[src/rtl/axi4_lite_req_arbiter.sv]
// axi4_lite_req_arbiter: round-robin arbiter that shares one AXI4-lite master
// port between NB_REQ request/acknowledge requesters, one transaction at a time.
module axi4_lite_req_arbiter #(
  parameter int NB_REQ     = 2,
  parameter int ADDR_WIDTH = 32,
  parameter int DATA_WIDTH = 32
) (
  input  logic                           clk,
  input  logic                           rst,
  input  logic [NB_REQ-1:0]              req_valid,
  input  logic [NB_REQ-1:0]              req_we,
  input  logic [NB_REQ*ADDR_WIDTH-1:0]   req_addr,
  input  logic [NB_REQ*DATA_WIDTH-1:0]   req_wdata,
  input  logic [NB_REQ*DATA_WIDTH/8-1:0] req_wstrb,
  output logic [NB_REQ-1:0]              req_ack,
  output logic [DATA_WIDTH-1:0]          req_rdata,
  output logic                           req_err,
  output logic [NB_REQ-1:0]              grant,
  output logic                           m_axi_awvalid,
  input  logic                           m_axi_awready,
  output logic [ADDR_WIDTH-1:0]          m_axi_awaddr,
  output logic [2:0]                     m_axi_awprot,
  output logic                           m_axi_wvalid,
  input  logic                           m_axi_wready,
  output logic [DATA_WIDTH-1:0]          m_axi_wdata,
  output logic [DATA_WIDTH/8-1:0]        m_axi_wstrb,
  input  logic                           m_axi_bvalid,
  output logic                           m_axi_bready,
  input  logic [1:0]                     m_axi_bresp,
  output logic                           m_axi_arvalid,
  input  logic                           m_axi_arready,
  output logic [ADDR_WIDTH-1:0]          m_axi_araddr,
  output logic [2:0]                     m_axi_arprot,
  input  logic                           m_axi_rvalid,
  output logic                           m_axi_rready,
  input  logic [DATA_WIDTH-1:0]          m_axi_rdata,
  input  logic [1:0]                     m_axi_rresp
);

  localparam int LW = $clog2(NB_REQ);
  localparam int SW = DATA_WIDTH / 8;
  localparam logic [NB_REQ-1:0] ONE_HOT0 = {{(NB_REQ-1){1'b0}}, 1'b1};

  typedef enum logic [2:0] {IDLE, WR_REQ, WR_RESP, RD_REQ, RD_RESP, DONE} state_t;

  state_t                  state_reg;
  logic [LW-1:0]           last_reg;
  logic [NB_REQ-1:0]       grant_reg;
  logic [NB_REQ-1:0]       ack_reg;
  logic [DATA_WIDTH-1:0]   rdata_reg;
  logic                    err_reg;
  logic [ADDR_WIDTH-1:0]   addr_reg;
  logic [DATA_WIDTH-1:0]   wdata_reg;
  logic [SW-1:0]           wstrb_reg;
  logic                    awvalid_reg;
  logic                    wvalid_reg;
  logic                    bready_reg;
  logic                    arvalid_reg;
  logic                    rready_reg;

  // Only bit 1 of the response distinguishes SLVERR/DECERR from OKAY/EXOKAY.
  logic unused_resp_lsb;
  assign unused_resp_lsb = m_axi_bresp[0] ^ m_axi_rresp[0];

  // Per-requester payload slices, unpacked so the winner can be indexed.
  logic [ADDR_WIDTH-1:0] addr_arr  [NB_REQ];
  logic [DATA_WIDTH-1:0] wdata_arr [NB_REQ];
  logic [SW-1:0]         wstrb_arr [NB_REQ];

  for (genvar gi = 0; gi < NB_REQ; gi++) begin : g_slice
    assign addr_arr[gi]  = req_addr[gi*ADDR_WIDTH +: ADDR_WIDTH];
    assign wdata_arr[gi] = req_wdata[gi*DATA_WIDTH +: DATA_WIDTH];
    assign wstrb_arr[gi] = req_wstrb[gi*SW +: SW];
  end

  logic [LW-1:0] pick_idx;
  logic          pick_found;

  // Circular search from last+1: the first requesting index after the previous owner wins.
  always_comb begin
    logic [LW-1:0] idx;
    pick_idx   = '0;
    pick_found = 1'b0;
    idx        = last_reg;
    for (int k = 0; k < NB_REQ; k++) begin
      idx = (idx == LW'(NB_REQ - 1)) ? '0 : idx + 1'b1;
      if (!pick_found && req_valid[idx]) begin
        pick_idx   = idx;
        pick_found = 1'b1;
      end
    end
  end

  // Transaction sequencer; every output is a register updated here.
  always_ff @(posedge clk or posedge rst) begin
    if (rst) begin
      state_reg   <= IDLE;
      last_reg    <= LW'(NB_REQ - 1);
      grant_reg   <= '0;
      ack_reg     <= '0;
      rdata_reg   <= '0;
      err_reg     <= 1'b0;
      addr_reg    <= '0;
      wdata_reg   <= '0;
      wstrb_reg   <= '0;
      awvalid_reg <= 1'b0;
      wvalid_reg  <= 1'b0;
      bready_reg  <= 1'b0;
      arvalid_reg <= 1'b0;
      rready_reg  <= 1'b0;
    end else begin
      ack_reg <= '0;
      case (state_reg)
        IDLE: begin
          if (pick_found) begin
            grant_reg <= ONE_HOT0 << pick_idx;
            last_reg  <= pick_idx;
            addr_reg  <= addr_arr[pick_idx];
            wdata_reg <= wdata_arr[pick_idx];
            wstrb_reg <= wstrb_arr[pick_idx];
            if (req_we[pick_idx]) begin
              awvalid_reg <= 1'b1;
              wvalid_reg  <= 1'b1;
              state_reg   <= WR_REQ;
            end else begin
              arvalid_reg <= 1'b1;
              state_reg   <= RD_REQ;
            end
          end
        end
        WR_REQ: begin
          // AW and W complete independently; move on once neither is outstanding.
          if (awvalid_reg && m_axi_awready) awvalid_reg <= 1'b0;
          if (wvalid_reg && m_axi_wready) wvalid_reg <= 1'b0;
          if ((!awvalid_reg || m_axi_awready) && (!wvalid_reg || m_axi_wready)) begin
            bready_reg <= 1'b1;
            state_reg  <= WR_RESP;
          end
        end
        WR_RESP: begin
          if (m_axi_bvalid) begin
            bready_reg <= 1'b0;
            err_reg    <= m_axi_bresp[1];
            ack_reg    <= ONE_HOT0 << last_reg;
            state_reg  <= DONE;
          end
        end
        RD_REQ: begin
          if (m_axi_arready) begin
            arvalid_reg <= 1'b0;
            rready_reg  <= 1'b1;
            state_reg   <= RD_RESP;
          end
        end
        RD_RESP: begin
          if (m_axi_rvalid) begin
            rready_reg <= 1'b0;
            rdata_reg  <= m_axi_rdata;
            err_reg    <= m_axi_rresp[1];
            ack_reg    <= ONE_HOT0 << last_reg;
            state_reg  <= DONE;
          end
        end
        DONE: begin
          grant_reg <= '0;
          state_reg <= IDLE;
        end
        default: state_reg <= IDLE;
      endcase
    end
  end

  assign req_ack       = ack_reg;
  assign req_rdata     = rdata_reg;
  assign req_err       = err_reg;
  assign grant         = grant_reg;
  assign m_axi_awvalid = awvalid_reg;
  assign m_axi_awaddr  = addr_reg;
  assign m_axi_awprot  = 3'b000;
  assign m_axi_wvalid  = wvalid_reg;
  assign m_axi_wdata   = wdata_reg;
  assign m_axi_wstrb   = wstrb_reg;
  assign m_axi_bready  = bready_reg;
  assign m_axi_arvalid = arvalid_reg;
  assign m_axi_araddr  = addr_reg;
  assign m_axi_arprot  = 3'b000;
  assign m_axi_rready  = rready_reg;

endmodule

[config.mk]
export PLATFORM = sky130hd
export DESIGN_NAME = axi4_lite_req_arbiter
export DESIGN_NICKNAME = d
export VERILOG_FILES = /design/src/rtl/axi4_lite_req_arbiter.sv
export SDC_FILE = /design/constraint.sdc
export NUM_CORES = 1
export LEC_CHECK = 0
export ABC_AREA = 1
export BUFFER_PORTS_ARGS = -buffer_cell sky130_fd_sc_hd__buf_2
export CAP_MARGIN = 20
export CORE_AREA = 2 2 130 132
export CTS_CLUSTER_SIZE = 30
export DETAILED_ROUTE_END_ITERATION = 16
export DIE_AREA = 0 0 132 134
export HOLD_SLACK_MARGIN = 0.03
export PLACE_DENSITY_LB_ADDON = 0.3
export SLEW_MARGIN = 20
export SYNTH_ARGS = -nofsm -noshare
export SYNTH_HDL_FRONTEND = slang
export SYNTH_SLANG_ARGS = --single-unit
[constraint.sdc]
create_clock -name clk -period 3.71 [get_ports clk]
set_input_delay 0.1855 -clock clk [delete_from_list [all_inputs] [get_ports clk]]
set_output_delay 0.1855 -clock clk [all_outputs]
set_load 0.005 [all_outputs]
==> results.yml <==
finish:
  layout-drive-gt1-share_pct: 39.1
  fin_cells: 1193
  finalNetCount: 1143
  fillers: 1628
  final-seq-area_mm2: 0.00285
  synthToLayoutAreaGrowth_pct: 43.7
  fin_util_pct: 48.7
  multi_input_area_mm2: 0.00211
  antenna_cells: 0
logic_synthesis:
  yosysTopAreaCell: "dfrtp_1"
  netlist.area_leader.share_pct: 51.2
  synth_most_common_cell: "nand2_1"
  synth_edf_count: 0
  avgSynthCellArea_um2: 8.50
  ys_types: 22
  ys_top_cells_by_area: "dfrtp_1, nand2_1, o21a_1"
  synth_cells: 649
  ys_ff_latch: 114
  synth_common_cells: "nand2_1, dfrtp_1, nand3_1"
  synth_flop_cell: "dfrtp_1"
  ys_seq_area_share_pct: 51.7
  ys_async_sr_fraction_pct: 100
  syn-cell-area_mm2: 0.00552
  yosys_warnings: 0
place:
  dp.cells: 1128
  place.port_buffers: 322
  gp_congestion: 0.831
  place_hpwl_mm: 11.4
clocking:
  clock_sinks: 114
  cts_buffers: 17
  htreeDepth: 4
  cts.clk_slew.worst_paths_ns: 0.06
  clk_latency_ns: 0.41
  cts_repair_resize_count: 0
  clock_path_buffers: 2
  root_buffer: "clkbuf_16"
  cts_tree: "built"
die:
  core_area_mm2: 0.0163
  dieArea_mm2: 0.0177
  die_h_um: 134
  rows: 47
  start_util_pct: 33.9
  ios: 331
  die_w_um: 132
pwr:
  power_density_mw_per_mm2: 791
  total_power_mw: 6.28
  p_clk_share_pct: 25.4
  peakVddDrop_mv: 0.356
  p_seq_share_pct: 35.4
  p_switching_mw: 2.20
  netSwitchingFraction_pct: 35.1
  total_leakage_power_nw: 4.14
  cell_internal_pwr_mw: 4.07
  power_frac_comb_pct: 39.2
min_path:
  hp-class: "input port to flop"
global_routing:
  grt_max_degree: 79
  grtUsageTotal_pct: 19.0
  antenna_found_initial: 0
  overflow: 0
  grt_pass1_vias: 5445
  grt_pass1_wl_mm: 26.6
route:
  drt_iter0_markers: 193
  final_antenna_net_count: 0
  drt-pass1-iter-count: 4
  wirelength_mm: 16.5
  wl_per_cell_um: 13.8
  drc: 0
  via_per_inst: 4.53
  vias: 5408
worst_setup_path:
  end_kind: "flop"
  cp-start-kind: "flop"
  arrival_ns: 2.29
  crit_fanout: 35
  worst-setup-path-type: "flop to flop"
  critPathRequiredTime_ns: 4.01
timing:
  min_period_ns: 1.99
  fin_skew_ns: 0.00525
  drv_slew: 0
  max_freq_mhz: 503
  fin_tns_setup_ns: 0
  hold_violations: 0
  max-slew-margin-rel_pct: 44.5
  tightest_slew_ns: 0.832
  period_share_pct: 53.6
  setup_viol: 0
  rsz0062_at_grt: "false"
flow_run:
  max-cap-violations: 0
status:
  status: "finished clean"
[cell usage in the layout (no fill, tap or decap)]
cell | Yosys | final
a21oi_1 | 3 | 3
buf_12 | 0 | 3
buf_2 | 15 | 322
buf_4 | 45 | 3
bufinv_16 | 0 | 2
clkbuf_1 | 10 | 2
clkbuf_16 | 0 | 17
clkbuf_8 | 0 | 3
clkinv_2 | 0 | 5
clkinvlp_4 | 0 | 3
conb_1 | 1 | 6
dfrtp_1 | 113 | 113
dfstp_2 | 1 | 1
dlygate4sd3_1 | 0 | 33
inv_1 | 15 | 14
inv_2 | 6 | 5
inv_4 | 0 | 2
nand2_1 | 264 | 264
nand2_2 | 2 | 2
nand3_1 | 69 | 69
nand3_2 | 10 | 10
nor2_1 | 13 | 13
nor2_2 | 1 | 1
nor2_4 | 1 | 1
o21a_1 | 68 | 68
o21ai_0 | 3 | 3
o21ai_1 | 2 | 2
o21bai_1 | 2 | 2
o22ai_1 | 1 | 1
[per-layer routing]
layer  up-vias  share of wire, %  GRT usage [%]
met5         -                 0              0
met4         0               1.4           6.52
met3        19               6.4           5.37
met2       193                53           35.6
met1      2535                39           20.4
li1       2661                 -              -
[power by group through the flow]
| stage | sequential, mW | clock [mW] | combinational [mW] |
|---|---|---|---|
| after floorplan | 2.27 | 0 | 1.57 |
| after global placement | 2.22 | 0 | 2.44 |
| after detailed placement | 2.23 | 0 | 2.47 |
| after CTS | 2.22 | 1.63 | 2.51 |
| after global routing | 2.31 | 1.68 | 2.76 |
| final | 2.22 | 1.59 | 2.46 |
[layout make-up]
cell class              count  share of cell area (%)
inverters                  21                    1.06
clock inverters            10                    1.36
clock buffers              22                    5.98
repair buffers            361                    25.5
multi-input cells         445                    26.6
well taps                 220                    3.47
flip-flops and latches    114                    36.0
[what timing repair did]
item / 4_1_cts / 5_1_grt
hold buffers: 33 / 0
buffers inserted: 0 / 0
setup endpoints to repair: 0 / 0
hold endpoints to repair: 97 / 0
[worst paths after layout]
check | from | end | slack [ns] | cells past startpoint
worst max-delay path | state_reg[1] | m_axi_wdata[1] | 1.72 | 8
worst min-delay path | m_axi_awready | m_axi_awvalid | 0.06 | 4
worst max register to register | state_reg[1] | m_axi_wdata[1] | 1.72 | 8
worst min register to register | req_rdata[13] | req_rdata[13] | 0.46 | 2
min in group asynchronous | rst | m_axi_wdata[18] | 0.52 | 3
max in group asynchronous | rst | last_reg | 2.40 | 4
[critical path: stages, from the launching register on]
cell and delay (ns):
dfrtp_1 0.45, nor2_4 0.18, nand2_1 0.09, inv_2 0.07, nand2_2 0.07, inv_4 0.28, buf_4 0.40, nand3_1 0.16
o21a_1 0.14
[cells by family after synthesis]
logic type / count (synthesis) / share of synthesized area (%)
compound gates: 79 / 10.4
buf+inv: 95 / 10.4
other cells: 1 / 0.0679
flops: 114 / 51.7
simple gates: 360 / 27.5
[metrics by stage]
| stage | hold slack, ns | cell area [um^2] | worst slack, ns |
|---|---|---|---|
| after global routing | 0.0759 | 7930 | 1.47 |
| after CTS | 0.0498 | 7930 | 1.70 |
| after global placement | 0.386 | 7020 | 1.71 |
| final | 0.0631 | 7930 | 1.72 |
| after floorplan | 0.302 | 5540 | 0.510 |
| after detailed placement | 0.389 | 7020 | 1.71 |
(Power assumes the default switching activity.)
